$ cat src/rtl/hazard_scoreboard_pkg.sv
// Shared pipeline definitions: register-index width, stage tag layout, NOP tag.
package hazard_scoreboard_pkg;

    localparam int unsigned REG_W = 4;

    typedef struct packed {
        logic [REG_W-1:0] dest;
        logic             wb_en;
        logic             mem_r_en;
    } tag_t;

    localparam tag_t NOP_TAG = '{dest: '0, wb_en: 1'b0, mem_r_en: 1'b0};

    // A source operand depends on a stage when that stage will write its register
    function automatic logic tag_hit(input logic [REG_W-1:0] src, input tag_t t);
        return t.wb_en && (t.dest == src);
    endfunction

endpackage

$ cat src/rtl/hazard_scoreboard_dest_tag_stage.sv
// One pipeline stage of destination-tag bookkeeping.
module dest_tag_stage
    import hazard_scoreboard_pkg::*;
(
    input  logic clk,
    input  logic rst,
    input  logic load_en,
    input  logic flush,
    input  tag_t d,
    output tag_t q
);

    // Capture the incoming tag, or a bubble when flushed, unless the pipe is held
    always_ff @(posedge clk or posedge rst) begin
        if (rst) begin
            q <= NOP_TAG;
        end else if (load_en) begin
            q <= flush ? NOP_TAG : d;
        end
    end

endmodule

$ cat src/rtl/hazard_scoreboard.sv
// RAW hazard detection over the EXE/MEM/WB destination tags, with stall counter.
module hazard_scoreboard
    import hazard_scoreboard_pkg::*;
(
    input  logic             clk,
    input  logic             rst,
    input  logic             forward_en,
    input  logic             freeze,
    input  logic             id_valid,
    input  logic [REG_W-1:0] id_src1,
    input  logic [REG_W-1:0] id_src2,
    input  logic             id_two_src,
    input  logic [REG_W-1:0] id_dest,
    input  logic             id_wb_en,
    input  logic             id_mem_r_en,
    output logic [REG_W-1:0] exe_dest,
    output logic [REG_W-1:0] mem_dest,
    output logic [REG_W-1:0] wb_dest,
    output logic             exe_wb_en,
    output logic             mem_wb_en,
    output logic             wb_wb_en,
    output logic             exe_mem_r_en,
    output logic             mem_mem_r_en,
    output logic             hazard,
    output logic [15:0]      stall_count
);

    tag_t        id_tag;
    tag_t        exe_q;
    tag_t        mem_q;
    tag_t        wb_q;
    logic        load_en;
    logic        exe_flush;
    logic        exe_hit;
    logic        mem_hit;
    logic [15:0] stall_q;
    logic [15:0] stall_next;
    logic        wb_unused;

    assign id_tag    = '{dest: id_dest, wb_en: id_wb_en, mem_r_en: id_mem_r_en};
    assign load_en   = ~freeze;
    assign exe_flush = hazard | ~id_valid;

    dest_tag_stage u_exe (
        .clk     (clk),
        .rst     (rst),
        .load_en (load_en),
        .flush   (exe_flush),
        .d       (id_tag),
        .q       (exe_q)
    );

    dest_tag_stage u_mem (
        .clk     (clk),
        .rst     (rst),
        .load_en (load_en),
        .flush   (1'b0),
        .d       (exe_q),
        .q       (mem_q)
    );

    dest_tag_stage u_wb (
        .clk     (clk),
        .rst     (rst),
        .load_en (load_en),
        .flush   (1'b0),
        .d       (mem_q),
        .q       (wb_q)
    );

    // Hazard decision from live ID operands against EXE and MEM; WB never stalls
    always_comb begin
        exe_hit = tag_hit(id_src1, exe_q) || (id_two_src && tag_hit(id_src2, exe_q));
        mem_hit = tag_hit(id_src1, mem_q) || (id_two_src && tag_hit(id_src2, mem_q));
        hazard  = 1'b0;
        if (id_valid) begin
            if (forward_en) begin
                hazard = exe_hit && exe_q.mem_r_en;
            end else begin
                hazard = exe_hit || mem_hit;
            end
        end
    end

    // Freeze has priority over a stall; the count saturates instead of wrapping
    assign stall_next = (hazard && !freeze && (stall_q != '1)) ? stall_q + 16'd1 : stall_q;

    // Stall counter register
    always_ff @(posedge clk or posedge rst) begin
        if (rst) begin
            stall_q <= '0;
        end else begin
            stall_q <= stall_next;
        end
    end

    // WB load flag has no consumer downstream
    assign wb_unused = wb_q.mem_r_en;

    assign exe_dest     = exe_q.dest;
    assign exe_wb_en    = exe_q.wb_en;
    assign exe_mem_r_en = exe_q.mem_r_en;
    assign mem_dest     = mem_q.dest;
    assign mem_wb_en    = mem_q.wb_en;
    assign mem_mem_r_en = mem_q.mem_r_en;
    assign wb_dest      = wb_q.dest;
    assign wb_wb_en     = wb_q.wb_en;
    assign stall_count  = stall_q;

endmodule

$ cat config.mk
export PLATFORM = sky130hd
export DESIGN_NAME = hazard_scoreboard
export DESIGN_NICKNAME = d
export VERILOG_FILES = /design/src/rtl/hazard_scoreboard_pkg.sv /design/src/rtl/hazard_scoreboard_dest_tag_stage.sv /design/src/rtl/hazard_scoreboard.sv
export SDC_FILE = /design/constraint.sdc
export NUM_CORES = 1
export LEC_CHECK = 0
export ABC_AREA = 1
export ABC_CLOCK_PERIOD_IN_PS = 1800
export CAP_MARGIN = 20
export CORE_ASPECT_RATIO = 0.75
export CORE_UTILIZATION = 49
export CTS_CLUSTER_DIAMETER = 200
export CTS_CLUSTER_SIZE = 12
export DETAILED_ROUTE_END_ITERATION = 8
export MAX_ROUTING_LAYER = met4
export PLACE_DENSITY = 0.81
export SYNTH_ARGS = -nofsm -noshare
export SYNTH_HDL_FRONTEND = slang
export SYNTH_HIERARCHICAL = 1
export SYNTH_SLANG_ARGS = --single-unit
$ cat constraint.sdc
create_clock -name clk -period 1.8 [get_ports clk]
set_input_delay 0.36 -clock clk [delete_from_list [all_inputs] [get_ports clk]]
set_output_delay 0.36 -clock clk [all_outputs]
set_load 0.03 [all_outputs]
; Word-level counts from Yosys, hierarchy flattened
; Index checks and enable logic that the tools add are counted.
[word_totals]
reg_bits = 33
input_bits = 20
elab_cells = 33
[classes]
n_addsub = 1
eq_ne = 5
mux = 3
bitwise = 2
reduce_logical = 13
[ops]
columns = cell, n
row1 = $add A16 B1 Y16 const B, 1
row2 = $eq A4 B4 Y1, 4
row3 = $ne A16 B16 Y1 const B, 1
row4 = $logic_and A1 B1 Y1, 9
row5 = $mux W6, 1
row6 = $logic_or A1 B1 Y1, 3
row7 = $mux W1, 2
row8 = $logic_not A1 Y1, 1
row9 = $not A1 Y1, 1
row10 = $or A1 B1 Y1, 1

; Logic depth before layout (Yosys ltp)
; Gate-level depths: netlist (run 1).
[depth]
word_depth = 9
mapped_depth = 14
depth_no_buf = 13

; By module
; The synthesis (run 1) kept the hierarchy.
[by_module_without_submodules]
columns = mod, instances, cells_per_inst, area_each_um2, seq_area_each_um2
row1 = hazard_scoreboard, 1, 214, 1356.3, 400.4
row2 = dest_tag_stage, 3, 27, 236.5, 150.1

; Worst setup path before layout (run 1)
; No wires, ideal clock.
[synth_timing]
path_type = register to output
from = register u_exe/q[2] (netlist name)
to = output hazard
arrival_ns = 1.806
t_required_ns = 1.440
setup_slack_ns = -0.366
stages_incl_launch_ff = 12
path_buffers = 1
path_cell_list = dfrtp_1 > inv_1 > nand2_1 > nand2_1 > nor2_1 > nand2_1 > nand2_1 > nand2_1 > nand2_2 > buf_2 > inv_1 > nor2_1
[synth_between]
elab_chain_len = 7
[synth_lines]
columns = item, line
row1 = start: declaration, hazard_scoreboard_dest_tag_stage.sv:10  ; output tag_t q
row2 = start signal: assignment, hazard_scoreboard_dest_tag_stage.sv:18  ; q <= flush ? NOP_TAG : d;
row3 = $eq A4 B4 Y1, hazard_scoreboard_pkg.sv:16  ; return t.wb_en && (t.dest == src);
row4 = $logic_and A1 B1 Y1, hazard_scoreboard_pkg.sv:16
row5 = $logic_and A1 B1 Y1, hazard_scoreboard.sv:73  ; exe_hit = tag_hit(id_src1, exe_q) || (id_two_src && tag_hit(id_src2, exe_q));
row6 = $logic_or A1 B1 Y1 (*), hazard_scoreboard.sv:73
row7 = $logic_or A1 B1 Y1 / $logic_and A1 B1 Y1 (equally long branches), "hazard_scoreboard.sv:80, hazard_scoreboard.sv:78"
row8 = $mux W1 (*), hazard_scoreboard.sv:77  ; if (forward_en) begin
row9 = $mux W1 (*), hazard_scoreboard.sv:76  ; if (id_valid) begin
row10 = end: declaration, hazard_scoreboard.sv:24  ; output logic hazard,
; Every way passes the cells marked *; elsewhere a longest branch is shown, timed or not.

; Worst setup path after layout (run 1)
[layout_timing]
from = register u_exe/q[4] (netlist name)
to = output hazard
; The elaborated chain is that of the path after synthesis.

==> results.toml, run 1 <==
[yosys]
ys.warnings.count = 6
netlist_instances = 291
avgSynthCellArea_um2 = 6.97
synth_area_um2 = 2030

[global_routing]
antenna_found_initial = 0
grt_pass1_wl_um = 9650
grt_pass1_vias = 2061
grt.total_usage_pct = 29.5
grt.busiest_layer = "met1"
use_met2_pct = 42.1
overflow = 0
grt_max_degree = 21
gr-usage-met1_pct = 43.2
met3_usage_pct = 4.72

[sta]
hold_slack_ps = 435
slew_headroom_pct = 55.1
finalCritPeriodShare_pct = 108
max_slew.worst_pin.slew_ps = 673
setup_ws_ps = -146
layout_min_cycle_time_ps = 1950
max_freq_ghz = 0.514
clock_skew_ps = 2.94
timing.final.hold_violations = 0
rsz0062_at_grt = "true"
setup_viol = 1
drv_slew = 0

[layout]
final_util_pct = 77.0
syn2layout_area_growth_pct = 44.5
nets = 392
multiInputGateArea_um2 = 1110
diodes = 0
drive_above_1_share_pct = 17.5
fillers = 311
regArea_um2 = 837
layoutNonFillerInstCount = 424

[clocking]
clkTransAtPathRegs_ps = 60
cts_buffers = 5
clockRootBuffer = "clkbuf_8"
cts_max_path_buffers = 2
cts.sinks = 33
htree_levels = 2
cts_tree = "built"
clk_latency_ps = 290

[worst_setup_path]
cp_max_fo = 4
arrival_ps = 1590
crit_type = "reg -> out"
worst_setup_path_start_kind = "flop"
endpoint_kind = "primary output"
cp.required_ps = 1440

[placement]
port_buffers = 53
place_inst = 406
pre_cts_ws_ps = -404
place.gp.congestion = 1.03
dp_hpwl_um = 4210

[detailed_routing]
post_drt_wl_per_cell_um = 14.0
drtAntennaViolNets = 0
routed_via_density = 5.33
drt-initial-drc-count = 274
drc = 0
wirelength_um = 5950
drtPass1Iterations = 5
vias = 2260

[die]
floorplan.die_area_um2 = 4400
initial_core_util_pct = 53.3
row_count = 19
die_h_um = 57.7
fp.dieW_um = 76.3
core_um2 = 3800
pin_count = 54

[outcome]
status = "finished, violations left"
violations = "negative setup slack"

[flow_run]
drv_cap = 0

[power_and_ir_drop]
ir_worst_vdd_uv = 548
power_density_nw_per_um2 = 600
power_leakage_nw = 1.67

[hold_path]
hold_path.class = "in -> async"
-- state kept, by name, indices dropped and copies added (netlist names) --
register	flops
stall_count	16
u_exe/q	6
u_mem/q	6
u_wb/q	5
-- where the power goes --
group	internal [W]	switching, W	total, W
sequential	0.000778	0.0000378	0.000816
clock	0.000274	0.000259	0.000533
combinational	0.000165	0.000245	0.000410
-- worst max-delay path: stages (launching register included) --
cell	delay [ps]
dfrtp_2	460
xor2_1	160
nor2_1	140
nand2_1	70
nand2_1	70
nand2_2	60
nand2_4	80
inv_4	40
nor2_4	80
buf_6	130
-- final timing paths --
path                                start        endpoint  slack (ps)  cells after the start
hold reg to reg                 u_wb/q[5]       u_wb/q[5]         490                      2
max in group asynchronous             rst  stall_count[0]        1050                      3
min in group clk                u_wb/q[5]       u_wb/q[5]         490                      2
setup reg to reg           stall_count[1]  stall_count[8]          80                      9
hold / removal                        rst       u_wb/q[4]         440                      2
setup / recovery               u_exe/q[4]          hazard        -150                      9
-- timing repair --
action                                 CTS  global route
setup endpoints to repair               26            25
pin swaps                               13            12
cloned                                   0             1
gates resized for setup                 33            15
endpoints found under the hold margin    0             0
hold buffers                             0             0
buffers inserted                         9             1
-- cell usage in the layout, fill, tap and decap left out, types with 2 or more instances in the layout --
master           count
dlygate4sd2_1       19
nand3_4              2
clkbuf_1             3
nand3_1             26
dfrtp_1             24
xor2_1              10
nand2_2              5
nor2_4               4
inv_1               26
nand4_1             18
nand2_1            112
inv_2                7
dfrtp_2              9
xnor2_1              7
buf_4               22
dlymetal6s2s_1       8
buf_6                3
nor2_1              22
nor2_2               4
o21ai_0              3
clkbuf_8             5
conb_1               2
clkdlybuf4s50_1     24
-- layer usage --
layer	part of all wire [%]	routed length, um	up-vias
met5	0	0	-
met2	43	2590	102
li1	-	-	1075
met1	47	2810	1075
met3	8.3	493	8
met4	1.0	60	0
-- layout make-up --
class                           instances  share of cell area, %
Clock buffer                            8                   2.73
Inverter                               34                   4.44
Tap cell                               52                   2.22
Timing Repair Buffer                   76                   24.1
Sequential cell                        33                   28.6
Multi-Input combinational cell        221                   38.0
-- metrics by stage --
step / setup TNS, ps / total power [W] / cell area [um2]
finish: -146 / 0.00176 / 2930
global route: -226 / 0.00182 / 2930
CTS: -153 / 0.00174 / 2880
floorplan: 0 / 0.00102 / 2070
detailed placement: -7310 / 0.00121 / 2730
global placement: -5850 / 0.00120 / 2730
Note: power is estimated with default switching activity, not from simulation.
==> run 2, diff against run 1 <==
--- a/config.mk
+++ b/config.mk
@@ -9,12 +9,13 @@
 export ABC_CLOCK_PERIOD_IN_PS = 1800
 export CAP_MARGIN = 20
 export CORE_ASPECT_RATIO = 0.75
-export CORE_UTILIZATION = 49
+export CORE_UTILIZATION = 50
 export CTS_CLUSTER_DIAMETER = 200
 export CTS_CLUSTER_SIZE = 12
 export DETAILED_ROUTE_END_ITERATION = 8
+export DONT_BUFFER_PORTS = 1
 export MAX_ROUTING_LAYER = met4
-export PLACE_DENSITY = 0.81
+export PLACE_DENSITY = 0.66
 export SYNTH_ARGS = -nofsm -noshare
 export SYNTH_HDL_FRONTEND = slang
 export SYNTH_HIERARCHICAL = 1
==> run 2 against run 1 <==
- the flow still finishes with violations (negative setup slack)
- combinational power down 29%
- utilization down 10 points
- clock skew up 3.8 ps
- critical endpoint unchanged
==> results.toml, run 2 (synthesized netlist as in run 1, its figures left out) <==
[outcome]
status = "finished, violations left"
violations = "negative setup slack"

[worst_setup_path]
arrival_ps = 1590
cp.required_ps = 1440
worst_setup_path_start_kind = "flop"
cp_max_fo = 4
crit_type = "reg -> out"
endpoint_kind = "primary output"

[clocking]
clkTransAtPathRegs_ps = 70
cts_tree = "built"
cts_max_path_buffers = 2
cts_buffers = 5
htree_levels = 2
clk_latency_ps = 300
cts.sinks = 33
clockRootBuffer = "clkbuf_8"

[die]
pin_count = 54
initial_core_util_pct = 53.7
floorplan.die_area_um2 = 4320
core_um2 = 3780
row_count = 19
fp.dieW_um = 75.5
die_h_um = 57.2

[detailed_routing]
wirelength_um = 5440
post_drt_wl_per_cell_um = 14.0
drtPass1Iterations = 4
vias = 1962
drtAntennaViolNets = 0
routed_via_density = 5.07
drt-initial-drc-count = 181
drc = 0

[global_routing]
grt_max_degree = 21
grt_pass1_vias = 1852
grt_pass1_wl_um = 8850
antenna_found_initial = 0
grt.total_usage_pct = 29.0
overflow = 0

[power_and_ir_drop]
clock_power_share_pct = 34.5
comb_power_share_pct = 17.1
switchingPower_w = 0.000519
p_int_w = 0.00119
power_leakage_nw = 1.35
seq_power_share_pct = 48.4
power_density_nw_per_um2 = 676
ir_worst_vdd_uv = 492
swShare_pct = 30.4

[layout]
drive_above_1_share_pct = 21.8
largest_reg_flops = 16
diodes = 0
syn2layout_area_growth_pct = 24.7
final_util_pct = 66.9
multiInputGateArea_um2 = 1110
nets = 355
layout_commonest_cell = "nand2_1"
fillers = 332
mostFrequentLayoutCells = "114 x nand2_1, 37 x buf_4, 30 x inv_1"
regArea_um2 = 838

[placement]
port_buffers = 0
place.gp.congestion = 0.868
dp_hpwl_um = 3920

[sta]
slew_headroom_pct = 57.2
drv_slew = 0
rsz0062_at_grt = "true"
timing.final.hold_violations = 0
hold_slack_ps = 31.1
max_slew.worst_pin.slew_ps = 642
setup_ws_ps = -149
layout_min_cycle_time_ps = 1950
finalSetupTns_ps = -149
setup_viol = 1
max_freq_ghz = 0.513
finalCritPeriodShare_pct = 108
clock_skew_ps = 6.77

[hold_path]
hold_path.class = "in -> async"

[flow_run]
drv_cap = 0
-- run 2: cell types whose count changed in the layout (fill, tap and decap cells not counted), moves of 2 or more --
cell	change
buf_4	+15
nand2_1	+2
inv_2	-4
dlymetal6s2s_1	-8
inv_1	+4
nand2_2	-2
buf_6	-2
dlygate4sd2_1	-19
clkdlybuf4s50_1	-24
-- run 2: worst max-delay path, stage by stage (launching register included) --
cell and delay [ps]:
dfrtp_2 440, xor2_1 160, nor2_1 150, nand2_1 70, nand2_1 70, nand2_2 60, nand2_4 90, inv_4 40
nor2_4 210
-- run 2: power by group through the flow --
stage | clock, W | sequential [W] | combinational [W]
detailed placement | 0 | 0.000837 | 0.000268
global placement | 0 | 0.000835 | 0.000264
global route | 0.000633 | 0.000831 | 0.000325
finish | 0.000590 | 0.000827 | 0.000293
CTS | 0.000596 | 0.000823 | 0.000275
floorplan | 0 | 0.000893 | 0.000130
-- run 2: through the flow --
stage	worst slack, ps	std cells	instance area [um2]	total power, W
5_1_grt	-232	387	2530	0.00179
2_1_floorplan	8.27	292	2070	0.00102
4_1_cts	-134	381	2450	0.00169
3_3_place_gp	95.0	370	2330	0.00110
3_5_place_dp	106	370	2330	0.00110
6_report	-149	387	2530	0.00171
-- run 2: repair_timing --
action                                  CTS  global route
cloned                                    0             1
gates resized for setup                   3             9
pin swaps                                 6             7
endpoints found under the setup margin    1            13
hold buffers                              1             0
buffers inserted                          2             5
endpoints found under the hold margin    17             0
-- run 2: layer usage --
metal / vias up / track usage [%] / wire (um)
met3: 7 / 5.83 / 443
met1: 880 / 45.3 / 2820
met2: 78 / 36.5 / 2090
met5: - / - / 0
li1: 997 / - / -
met4: 0 / 10.3 / 78
-- run 2: worst paths after layout --
kind,start,to,slack (ps),cells after the start
max in group asynchronous,rst,u_mem/q[4],1060,2
min,rst,stall_count[9],30,1
max reg2reg,stall_count[1],stall_count[11],100,9
min in group clk,id_dest[2],u_exe/q[4],190,2
max,u_exe/q[5],hazard,-150,8
min reg2reg,u_mem/q[2],u_mem/q[2],550,2
-- run 2: area by class of cell --
type                       instances  share of cell area (%)
clock buffer                       8                    3.56
inverter                          34                    5.14
multi-input combinational        221                    43.8
sequential                        33                    33.1
tap                               52                    2.57
timing repair buffer              39                    11.8
==> run 3, diff against run 2 <==
--- a/config.mk
+++ b/config.mk
@@ -9,13 +9,14 @@
 export ABC_CLOCK_PERIOD_IN_PS = 1800
 export CAP_MARGIN = 20
 export CORE_ASPECT_RATIO = 0.75
-export CORE_UTILIZATION = 50
+export CORE_UTILIZATION = 35
 export CTS_CLUSTER_DIAMETER = 200
 export CTS_CLUSTER_SIZE = 12
 export DETAILED_ROUTE_END_ITERATION = 8
 export DONT_BUFFER_PORTS = 1
 export MAX_ROUTING_LAYER = met4
-export PLACE_DENSITY = 0.66
+export PLACE_DENSITY = 0.5
+export SETUP_SLACK_MARGIN = 0.15
 export SYNTH_ARGS = -nofsm -noshare
 export SYNTH_HDL_FRONTEND = slang
 export SYNTH_HIERARCHICAL = 1
==> run 3 against run 2 <==
- the flow still finishes with violations (negative setup slack)
- power up 2.7%
- maximum frequency increased by 3.3%
- critical endpoint unchanged
- sequential cell count unchanged
- critical path depth stayed put
- via count rose by 0.36%
- register-to-register slack better by 90 ps
==> results.toml, run 3 (synthesized netlist as in run 1, its figures left out) <==
[power_and_ir_drop]
comb_power_share_pct = 16.8
clock_power_share_pct = 36.0
swShare_pct = 30.0
power_density_nw_per_um2 = 672
p_int_w = 0.00123
power_leakage_nw = 1.41
switchingPower_w = 0.000527
ir_worst_vdd_uv = 342
seq_power_share_pct = 47.1

[global_routing]
grt_pass1_vias = 1817
grt.total_usage_pct = 20.7
antenna_found_initial = 0
overflow = 0
grt_pass1_wl_um = 9410
grt_max_degree = 20

[sta]
layout_min_cycle_time_ps = 1890
finalCritPeriodShare_pct = 105
clock_skew_ps = 4.93
rsz0062_at_grt = "true"
max_slew.worst_pin.slew_ps = 633
hold_slack_ps = 38.0
setup_ws_ps = -86.3
setup_viol = 1
max_freq_ghz = 0.530
timing.final.hold_violations = 0
drv_slew = 0
slew_headroom_pct = 57.8

[outcome]
status = "finished, violations left"
violations = "negative setup slack"

[layout]
design_area_um2 = 2610
layout_commonest_cell = "nand2_1"
diodes = 0
drive_above_1_share_pct = 23.4
nets = 358
largest_reg_flops = 16
mostFrequentLayoutCells = "114 x nand2_1, 39 x buf_4, 29 x inv_1"
syn2layout_area_growth_pct = 28.8

[worst_setup_path]
cp_max_fo = 6
rr_worst_depth = 9
worst_setup_path_start_kind = "flop"
arrival_ps = 1530
r2r_setup_slack_ps = 190
r2r_end = "stall_count[12]"
endpoint_kind = "primary output"
cp.required_ps = 1440
crit_type = "reg -> out"
r2r-start = "stall_count[1]"

[clocking]
cts_tree = "built"
cts_buffers = 5
cts.sinks = 33
cts_max_path_buffers = 2
clk_latency_ps = 290
clkTransAtPathRegs_ps = 70
htree_levels = 2
clockRootBuffer = "clkbuf_8"

[detailed_routing]
drtPass1Iterations = 4
wirelength_um = 5760
post_drt_wl_per_cell_um = 13.9
routed_via_density = 4.77
drc = 0
drtAntennaViolNets = 0
vias = 1969
drt-initial-drc-count = 118

[die]
row_count = 23
core_um2 = 5470
floorplan.die_area_um2 = 6110
initial_core_util_pct = 37.1
die_h_um = 67.9
pin_count = 54
fp.dieW_um = 89.9

[hold_path]
hold_path.class = "in -> async"

[placement]
dp_hpwl_um = 4330
place.gp.congestion = 0.913
placed_area_um2 = 2380
port_buffers = 0

[flow_run]
drv_cap = 0
[run 3: cell types whose count changed in the layout (fill, tap and decap cells not counted), moves of 2 or more]
| cell | change |
|---|---|
| buf_4 | +2 |
| nor2_2 | -2 |
| nor2_1 | +2 |
| clkbuf_1 | -2 |
[run 3: metal layers]
metal  vias up  share of wire, %  track usage, %
met5         -                 0               -
met4         0              0.99            5.24
met3         7               6.3            5.67
met2        55                35            25.9
met1       896                58            31.6
li1       1011                 -               -
[run 3: worst max-delay path: stages, from the launching register on]
cell and delay [ps]:
dfrtp_2 460, xor2_1 150, nor2_1 120, nand2_1 60
nand2_1 60, nand2_2 70, nand2_4 80, inv_4 40
nor2_4 200
[run 3: worst max-delay path by stage]
stage,from,endpoint,cells after the start
floorplan,u_mem/q[3],hazard,9
global placement,u_mem/q[4],hazard,8
detailed placement,u_exe/q[4],hazard,8
CTS,u_exe/q[4],hazard,8
global route,u_exe/q[4],hazard,8
finish,u_mem/q[4],hazard,8
[run 3: power groups by stage]
stage,Clock (W),Sequential (W),Combinational [W]
floorplan,0,0.000898,0.000133
global placement,0,0.000842,0.000272
detailed placement,0,0.000844,0.000274
CTS,0.000655,0.000829,0.000282
global route,0.000689,0.000833,0.000332
finish,0.000632,0.000828,0.000296
[run 3: layout make-up]
| class | instances | area [um2] |
|---|---|---|
| fill | 583 | 2860 |
| multi-input combinational | 221 | 1120 |
| sequential | 33 | 838 |
| timing repair buffer | 42 | 325 |
| inverter | 34 | 130 |
| clock buffer | 7 | 96.3 |
| tap | 75 | 93.8 |
| clock inverter | 1 | 5.00 |
[run 3: per-stage QoR]
step	instances	setup slack, ps	utilization (%)	total power (W)	TNS (ps)
global placement	394	166	43.6	0.00111	0
CTS	405	-92.5	45.9	0.00177	-92.5
floorplan	292	37.4	-	0.00103	0
finish	413	-86.3	47.8	0.00176	-86.3
global route	413	-171	47.8	0.00185	-171
detailed placement	394	180	43.6	0.00112	0
[run 3: what timing repair did]
| item | 4_1_cts | 5_1_grt |
|---|---|---|
| gates cloned | 0 | 1 |
| resized for setup | 1 | 8 |
| endpoints found under the hold margin | 17 | 0 |
| setup endpoints to repair | 1 | 17 |
| pin swaps | 4 | 37 |
| setup buffers | 2 | 7 |
| hold buffers | 1 | 0 |
